**src/rtl/ckong_input.sv**
```systemverilog
// ckong_input: PS/2 key decode, dual-pad merge, orientation remap and coin stretch for Crazy Kong.
// Coin pulse stretching is built only when CKONG_COIN_STRETCH_EN is defined; otherwise coin is coin_req registered.
//
//   state  | meaning
//   C_IDLE | coin low, waiting for a coin_req rising edge
//   C_HOLD | coin high until COIN_FRAMES vblank rises have passed and coin_req is low
module ckong_input #(
    parameter int unsigned COIN_FRAMES = 3
) (
    input  logic        clk_sys,
    input  logic        reset,
    input  logic [64:0] ps2_key,
    input  logic [15:0] joystick_0,
    input  logic [15:0] joystick_1,
    input  logic        orient,
    input  logic        vblank,
    output logic [6:0]  joy_pcfrldu
);

    localparam int K_UP    = 0;
    localparam int K_DOWN  = 1;
    localparam int K_LEFT  = 2;
    localparam int K_RIGHT = 3;
    localparam int K_FIRE  = 4;
    localparam int K_START = 5;
    localparam int K_COIN  = 6;

    logic        tog_q;
    logic [6:0]  keys_q;
    logic [6:0]  keys_d;
    logic        key_evt;
    logic        key_pressed;
    logic        key_ext;
    logic [8:0]  key_code;

    logic [6:0]  joy;
    logic        up;
    logic        down;
    logic        left;
    logic        right;
    logic        fire;
    logic        start1;
    logic        coin_req;

    logic [5:0]  btn_q;
    logic        coin_q;

    always_comb begin
        key_evt     = (ps2_key[64] != tog_q);
        key_pressed = (ps2_key[15:8] != 8'hF0);
        key_ext     = key_pressed ? (ps2_key[15:8] == 8'hE0) : (ps2_key[23:16] == 8'hE0);
        // PrtScr/Pause carry extra bytes; collapse them to a code nothing matches
        key_code    = (ps2_key[63:24] != 40'd0) ? 9'd0 : {key_ext, ps2_key[7:0]};
    end

    always_comb begin
        keys_d = keys_q;
        if (key_evt) begin
            case (key_code)
                9'h075, 9'h175: keys_d[K_UP]    = key_pressed;
                9'h072, 9'h172: keys_d[K_DOWN]  = key_pressed;
                9'h06B, 9'h16B: keys_d[K_LEFT]  = key_pressed;
                9'h074, 9'h174: keys_d[K_RIGHT] = key_pressed;
                9'h029:         keys_d[K_FIRE]  = key_pressed;
                9'h005:         keys_d[K_START] = key_pressed;
                9'h004:         keys_d[K_COIN]  = key_pressed;
                default: ;
            endcase
        end
    end

    always_comb begin
        joy = joystick_0[6:0] | joystick_1[6:0];
        if (orient) begin
            up    = keys_q[K_LEFT]  | joy[1];
            down  = keys_q[K_RIGHT] | joy[0];
            left  = keys_q[K_DOWN]  | joy[2];
            right = keys_q[K_UP]    | joy[3];
        end else begin
            up    = keys_q[K_UP]    | joy[3];
            down  = keys_q[K_DOWN]  | joy[2];
            left  = keys_q[K_LEFT]  | joy[1];
            right = keys_q[K_RIGHT] | joy[0];
        end
        fire     = keys_q[K_FIRE]  | joy[4];
        start1   = keys_q[K_START] | joy[5];
        coin_req = keys_q[K_COIN]  | joy[6];
    end

    always_ff @(posedge clk_sys) begin
        if (reset) begin
            tog_q  <= ps2_key[64];
            keys_q <= '0;
            btn_q  <= '0;
        end else begin
            tog_q  <= ps2_key[64];
            keys_q <= keys_d;
            btn_q  <= {start1, fire, right, left, down, up};
        end
    end

`ifdef CKONG_COIN_STRETCH_EN
    localparam logic [3:0] CF = 4'(COIN_FRAMES);

    typedef enum logic {
        C_IDLE,
        C_HOLD
    } coin_state_e;

    coin_state_e state_q;
    logic [3:0]  cnt_q;
    logic [3:0]  cnt_nx;
    logic        vblank_q;
    logic        vb_rise;
    logic        coin_req_q;
    logic        coin_rise;

    always_comb begin
        vb_rise   = vblank & ~vblank_q;
        coin_rise = coin_req & ~coin_req_q;
        cnt_nx    = (vb_rise && (cnt_q != CF)) ? cnt_q + 4'd1 : cnt_q;
    end

    always_ff @(posedge clk_sys) begin
        if (reset) begin
            state_q    <= C_IDLE;
            cnt_q      <= 4'd0;
            coin_q     <= 1'b0;
            vblank_q   <= vblank;
            coin_req_q <= coin_req;
        end else begin
            vblank_q   <= vblank;
            coin_req_q <= coin_req;
            case (state_q)
                C_IDLE: begin
                    // a vblank rise in the trigger cycle is deliberately not counted
                    if (coin_rise) begin
                        state_q <= C_HOLD;
                        cnt_q   <= 4'd0;
                        coin_q  <= 1'b1;
                    end else begin
                        coin_q  <= 1'b0;
                    end
                end
                C_HOLD: begin
                    cnt_q <= cnt_nx;
                    if ((cnt_nx == CF) && !coin_req) begin
                        state_q <= C_IDLE;
                        coin_q  <= 1'b0;
                    end else begin
                        coin_q  <= 1'b1;
                    end
                end
                default: begin
                    state_q <= C_IDLE;
                    coin_q  <= 1'b0;
                end
            endcase
        end
    end

    logic unused_inputs;
    assign unused_inputs = ^{joystick_0[15:7], joystick_1[15:7]};
`else
    always_ff @(posedge clk_sys) begin
        if (reset) begin
            coin_q <= 1'b0;
        end else begin
            coin_q <= coin_req;
        end
    end

    logic unused_inputs;
    assign unused_inputs = ^{joystick_0[15:7], joystick_1[15:7], vblank, (COIN_FRAMES != 0)};
`endif

    assign joy_pcfrldu = {coin_q, btn_q};

endmodule

```
**config.mk**
```make
export PLATFORM = sky130hd
export DESIGN_NAME = ckong_input
export DESIGN_NICKNAME = d
export VERILOG_FILES = /design/src/rtl/ckong_input.sv
export SDC_FILE = /design/constraint.sdc
export NUM_CORES = 1
export LEC_CHECK = 0
export ABC_AREA = 1
export CAP_MARGIN = 20
export CORE_UTILIZATION = 29
export CTS_BUF_LIST = sky130_fd_sc_hd__clkbuf_4 sky130_fd_sc_hd__clkbuf_8 sky130_fd_sc_hd__clkbuf_16
export DETAILED_ROUTE_END_ITERATION = 7
export PLACE_DENSITY = 0.81
export SYNTH_ARGS = -nofsm -noshare
export SYNTH_HDL_FRONTEND = slang
export SYNTH_SLANG_ARGS = --single-unit
```
**constraint.sdc**
```tcl
create_clock -name clk_sys -period 1.7 [get_ports clk_sys]
set_input_delay 0.34 -clock clk_sys [delete_from_list [all_inputs] [get_ports clk_sys]]
set_output_delay 0.34 -clock clk_sys [all_outputs]
set_load 0.05 [all_outputs]
```
* Word level (Yosys, flattened, before mapping)
Index checks and enable logic that the tools add are counted. Widths: inputs -> output; s select.
Cells by class: bitwise gates (word level) 8, equality and inequality tests 15, reductions and logical operators 12, multiplexer cells 6
Operator list (number):
- $reduce_bool 40->1 | 1
- $eq 9x7->1 const B | 4
- $eq 9x9->1 const B | 4
- $eq 9x3->1 const B | 2
- $eq 8x8->1 const B | 2
- $reduce_and 2->1 | 7
- $eq 9x6->1 const B | 1
- $mux 9 | 1
- $ne 8x8->1 const B | 1
- $reduce_or 2->1 | 4
- $or 1x1->1 | 7
- $or 7x7->7 | 1
- $mux 1 | 5
- $ne 1x1->1 | 1
Word-level totals: input bits 101, word-level logic and storage cells 51, bits in registers 15

* Longest topological paths before layout
depth after elaboration 6, mapped depth 11, gate-level depth less buffers 11

* Worst setup path after synthesis
Ideal clock, no wire load.
kind input port to flip-flop, start in ps2_key[39], end reg keys_q[4], data required time 1.585 ns, stages on the path 10, arrival time 1.262 ns, library setup time 0.115 ns, path slack 0.323 ns, path through nor2_1 -> nand2_1 -> nor2_2 -> nand3_1 -> nor2_4 -> nand3_2 -> nor2_2 -> nand3_1 -> nand2_1 -> nor2_1
Between the ends: cells in the longest elaborated chain, start to end 4
Ends and longest elaborated chain:
- start, declared | line 12 | input logic [64:0] ps2_key,
- $reduce_bool 40->1 | line 53 | key_code = (ps2_key[63:24] != 40'd0) ? 9'd0 : {key_ext, ps2_key[7:0]};
- $mux 9 | line 53
- $eq 9x6->1 | line 59 | case (key_code)
- $reduce_and 2->1 (no line)
- end signal, assigned | line 97 | keys_q <= keys_d;
- end, declared | line 29 | logic [6:0] keys_q;
No other way between the ends. A chain may end at the register's enable or synchronous reset.

* Final worst setup path
start in ps2_key[57], end reg keys_q[2]
Between the ends: cells in the longest elaborated chain, start to end 5, elaborated cells between the ends (all ways) 6, those cells by class 2 x eq/ne; 1 x mux; 3 x reduce/logical
Ends and longest elaborated chain (line):
- $reduce_bool 40->1 * | 53
- $mux 9 * | 53
- $eq 9x7->1 / $eq 9x9->1 (equally long branches) | 59
- $reduce_or 2->1 * | 59
- $reduce_and 2->1 (no line) *
Mark *: on every way between the ends. The rest lies on a longest branch, timed or not.

==> impl_metrics.prom <==
# TYPE chip_impl_metric gauge
chip_impl_metric{name="globalRouteOverflowTotal",unit=""} 0
chip_impl_metric{name="synth.net_count",unit=""} 275
chip_impl_metric{name="netlist_area",unit="mm²"} 0.001051
chip_impl_metric{name="cts_htree_levels",unit=""} 1
chip_impl_info{name="synth_most_common_cell",value="sky130_fd_sc_hd__nor2_1"} 1
chip_impl_info{name="hold_path_class",value="register to register"} 1
chip_impl_info{name="worst_setup_path_start_kind",value="primary input"} 1
chip_impl_metric{name="fin_crit",unit="ns"} 1.597
chip_impl_metric{name="die_w",unit="µm"} 62.20
chip_impl_metric{name="period_share",unit="%"} 93.92
chip_impl_metric{name="via_count",unit=""} 1388
chip_impl_metric{name="finalInstanceArea",unit="mm²"} 0.002135
chip_impl_metric{name="max_slew.worst_pin.slew",unit="ns"} 0.4395
chip_impl_metric{name="ir_drop",unit="mV"} 0.2613
chip_impl_metric{name="leakagePower",unit="nW"} 1.148
chip_impl_metric{name="slew_headroom",unit="%"} 70.49
chip_impl_metric{name="power.internal",unit="W"} 0.0006435
chip_impl_info{name="tritoncts",value="yes"} 1
chip_impl_metric{name="grt_max_degree",unit=""} 12
chip_impl_metric{name="share_clk_of_total_power",unit="%"} 22.3
chip_impl_metric{name="dieHeight",unit="µm"} 62.20
chip_impl_metric{name="gpl.final_weighted_congestion",unit=""} 0.7797
chip_impl_info{name="run_status",value="completed"} 1
chip_impl_metric{name="wire_length_of_the_first_global_routing_pass",unit="mm"} 4.974
chip_impl_metric{name="power.share.sequential",unit="%"} 41.4
chip_impl_metric{name="max_cap_violations",unit=""} 0
chip_impl_metric{name="track_usage",unit="%"} 15.38
chip_impl_metric{name="post_synthesis_async_set_or_reset_flop_share",unit="%"} 0
chip_impl_metric{name="fp.dieArea",unit="mm²"} 0.003869
chip_impl_metric{name="post-route-drc-count",unit=""} 0
chip_impl_metric{name="synth.top_cell.area_share",unit="%"} 28.57
chip_impl_info{name="synth_ff_type",value="sky130_fd_sc_hd__dfxtp_1"} 1
chip_impl_metric{name="row_count",unit=""} 21
chip_impl_metric{name="placedInstanceArea",unit="mm²"} 0.001967
chip_impl_metric{name="hold_viol",unit=""} 0
chip_impl_metric{name="hold-worst-slack",unit="ns"} 0.4890
chip_impl_metric{name="dp_slack",unit="ns"} -0.2421
chip_impl_metric{name="worst_clock_skew",unit="ns"} 0.007471
chip_impl_metric{name="area.growth.synth_to_final",unit="%"} 103.1
chip_impl_metric{name="cp_slowest_stage_delay",unit="ns"} 0.40
chip_impl_metric{name="worst-path-buf-inv",unit=""} 2
chip_impl_metric{name="grt_pass1_vias",unit=""} 1292
chip_impl_info{name="timing_worst_setup_path_type",value="primary input to register"} 1
chip_impl_metric{name="routedWlPerCell",unit="µm"} 10.56
chip_impl_metric{name="clock-sinks",unit=""} 15
chip_impl_metric{name="final_antenna_net_count",unit=""} 0
chip_impl_metric{name="top_level_port_count",unit=""} 108
chip_impl_metric{name="insertedDiodeCount",unit=""} 0
chip_impl_info{name="category_of_cells_accounting_for_the_largest_share_of_critical_path_delay",value="simple AND/OR/NAND/NOR gates"} 1
chip_impl_metric{name="final_layout_size_suffix_gt1_share",unit="%"} 13.48
chip_impl_info{name="synthTopCellsByArea",value="sky130_fd_sc_hd__dfxtp_1 29%, sky130_fd_sc_hd__nor2_1 19%, sky130_fd_sc_hd__nand2_1 11%"} 1
chip_impl_metric{name="final_nets",unit=""} 369
chip_impl_metric{name="route.met3.wl",unit="µm"} 182
chip_impl_metric{name="crit_required",unit="ns"} 1.88
chip_impl_info{name="worstSetupEndpointType",value="register"} 1
chip_impl_metric{name="drtPass1Iterations",unit=""} 4
chip_impl_metric{name="critical_path.max_fanout",unit=""} 6
chip_impl_metric{name="syn_avg_cell_area",unit="µm²"} 6.040
chip_impl_metric{name="power_switching_share",unit="%"} 27.58
chip_impl_metric{name="post_drt_via_cell_ratio",unit=""} 4.435
chip_impl_metric{name="finish.utilization",unit="%"} 62.49
chip_impl_metric{name="synth.yosys.warnings",unit=""} 0
chip_impl_metric{name="numPortBuffers",unit=""} 88
chip_impl_metric{name="synthesized_netlist_cell_count",unit=""} 174
chip_impl_info{name="timing.critical_path.slowest_stage_cell",value="sky130_fd_sc_hd__clkdlybuf4s50_1"} 1
chip_impl_metric{name="max_clock_freq",unit="GHz"} 0.6263
chip_impl_metric{name="clk_pin_slew",unit="ns"} 0.08
chip_impl_metric{name="initial_utilization",unit="%"} 30.77
chip_impl_metric{name="arrival",unit="ns"} 1.77
chip_impl_metric{name="routed_wirelength",unit="mm"} 3.306
chip_impl_metric{name="cts_buffers",unit=""} 3
chip_impl_metric{name="p_per_area",unit="mW/mm²"} 416.3
chip_impl_metric{name="switchingPower",unit="W"} 0.0002451
chip_impl_metric{name="fillCellCount",unit=""} 308
chip_impl_metric{name="hold_buffers",unit=""} 0
chip_impl_metric{name="initial_antenna_violation_count",unit=""} 0
chip_impl_info{name="cts.root.buffer_cell",value="sky130_fd_sc_hd__clkbuf_4"} 1
chip_impl_info{name="critical_path_cell_by_cell",value="clkdlybuf4s50_1, inv_1, nand2_1, nor2_2, nand3_2, nor2_4, nand4_1, nor2_2, nand2_1, nand2_1, nor2_1"} 1
chip_impl_info{name="top_signal_layer_used",value="met4"} 1
chip_impl_info{name="critical_path.most_common_cell",value="sky130_fd_sc_hd__nand2_1"} 1
chip_impl_metric{name="wl_met2",unit="mm"} 1.790
chip_impl_metric{name="ys_seq_elements",unit=""} 15
chip_impl_metric{name="detailedRoute.firstIterationViolations",unit=""} 47
chip_impl_metric{name="p_comb_share",unit="%"} 36.4
chip_impl_metric{name="dpl.hpwl",unit="mm"} 2.565
chip_impl_metric{name="max-clock-path-buffers",unit=""} 2
chip_impl_metric{name="wl_met1",unit="mm"} 1.275
chip_impl_metric{name="placeable_area",unit="mm²"} 0.003416
chip_impl_metric{name="finalSetupViolCount",unit=""} 0
chip_impl_metric{name="setup_slack",unit="ns"} 0.1033
chip_impl_metric{name="final_count_of_pins_violating_max_slew",unit=""} 0
chip_impl_metric{name="worst_skew_pair.late_latency",unit="ns"} 0.28
chip_impl_info{name="yosys.area.top_type",value="sky130_fd_sc_hd__dfxtp_1"} 1
chip_impl_metric{name="number_of_enable_type_register_cells_in_the_synthesized_netlist",unit=""} 0
chip_impl_info{name="synth_top_cells_by_count",value="52 x sky130_fd_sc_hd__nor2_1, 31 x sky130_fd_sc_hd__nand2_1, 23 x sky130_fd_sc_hd__inv_1"} 1
chip_impl_metric{name="synth.distinct_cells",unit=""} 18
chip_impl_metric{name="synth-seq-area-share",unit="%"} 28.57
## area by class of cell
type	count	area [µm²]	share of cell area [%]
Sequential cell	15	300.3	14.07
Inverter	23	86.33	4.045
Timing Repair Buffer	91	970.9	45.49
Clock inverter	1	5.005	0.2345
Tap cell	46	57.56	2.696
Clock buffer	3	22.52	1.055
Multi-Input combinational cell	134	691.9	32.41
## metrics by stage
| step | cells | setup TNS, ns | total power (W) |
|---|---|---|---|
| 6_report | 313 | 0 | 0.0008886 |
| 5_1_grt | 313 | -0.02017 | 0.0009435 |
| 4_1_cts | 311 | 0 | 0.0008976 |
| 3_5_place_dp | 307 | -1.516 | 0.0007039 |
| 3_3_place_gp | 307 | -1.349 | 0.0007002 |
| 2_1_floorplan | 174 | 0 | 0.0004884 |
## tightest hold or removal path, cell delays in order, from the launching register on
cell	delay, ns
sky130_fd_sc_hd__dfxtp_1	0.32
sky130_fd_sc_hd__nor2_1	0.09
sky130_fd_sc_hd__nor2_1	0.05
## layout by cell type, fill, tap and decap left out
master / n
sky130_fd_sc_hd__nor2_4: 6
sky130_fd_sc_hd__xnor2_1: 1
sky130_fd_sc_hd__dfxtp_1: 15
sky130_fd_sc_hd__nand4_1: 4
sky130_fd_sc_hd__dlymetal6s2s_1: 34
sky130_fd_sc_hd__nand2_2: 1
sky130_fd_sc_hd__a21oi_1: 6
sky130_fd_sc_hd__o21ai_0: 4
sky130_fd_sc_hd__nand4_4: 1
sky130_fd_sc_hd__nor2_1: 48
sky130_fd_sc_hd__nand2_1: 31
sky130_fd_sc_hd__clkbuf_4: 3
sky130_fd_sc_hd__clkinv_2: 1
sky130_fd_sc_hd__clkdlybuf4s50_1: 47
sky130_fd_sc_hd__nand3_1: 9
sky130_fd_sc_hd__nand3_4: 2
sky130_fd_sc_hd__nor2_2: 9
sky130_fd_sc_hd__or3_1: 4
sky130_fd_sc_hd__nor3_1: 5
sky130_fd_sc_hd__inv_1: 23
sky130_fd_sc_hd__nand3_2: 3
sky130_fd_sc_hd__buf_4: 10
## repair_timing
| item | 4_1_cts | 5_1_grt |
|---|---|---|
| endpoints found under the setup margin | 0 | 7 |
| resized for setup | 0 | 43 |
| setup buffers | 0 | 2 |
| endpoints found under the hold margin | 0 | 0 |
## flip-flops by register name (all words and copies together), names as in the netlist
| register | cells |
|---|---|
| keys_q | 7 |
| btn_q | 6 |
| coin_q | 1 |
| tog_q | 1 |
## layer usage
layer | track usage (%) | vias up
met4 | 5.523 | 0
met3 | 4.228 | 8
li1 | - | 732
met5 | 0 | -
met1 | 15.88 | 599
met2 | 29.26 | 49
## power by group through the flow
stage / Clock (W) / Sequential [W] / Combinational (W)
finish: 0.000198 / 0.000367 / 0.000323
global route: 0.000224 / 0.000369 / 0.000351
CTS: 0.000201 / 0.000368 / 0.000329
detailed placement: 0 / 0.000376 / 0.000328
global placement: 0 / 0.000376 / 0.000325
floorplan: 0 / 0.000413 / 0.0000759
## worst paths after layout
check / start / endpoint / slack [ns] / depth (start not counted)
hold reg to reg: keys_q[1]$_SDFFE_PP0P_ / keys_q[1]$_SDFFE_PP0P_ / 0.49 / 2
hold / removal: keys_q[1]$_SDFFE_PP0P_ / keys_q[1]$_SDFFE_PP0P_ / 0.49 / 2
setup reg to reg: tog_q$_DFF_P_ / keys_q[2]$_SDFFE_PP0P_ / 0.41 / 7
setup / recovery: ps2_key[57] / keys_q[2]$_SDFFE_PP0P_ / 0.10 / 11
## cell families (layout without fill, tap and decap cells)
logic type             Yosys count  in the layout  share of synthesized area, %
AO/OA/AOI/OAI                   10             10                         4.762
XOR/XNOR                         1              1                        0.8335
buffers and inverters           25            118                         9.404
flip-flops                      15             15                         28.57
AND/OR/NAND/NOR                123            123                         56.43
(Power assumes the default switching activity.)
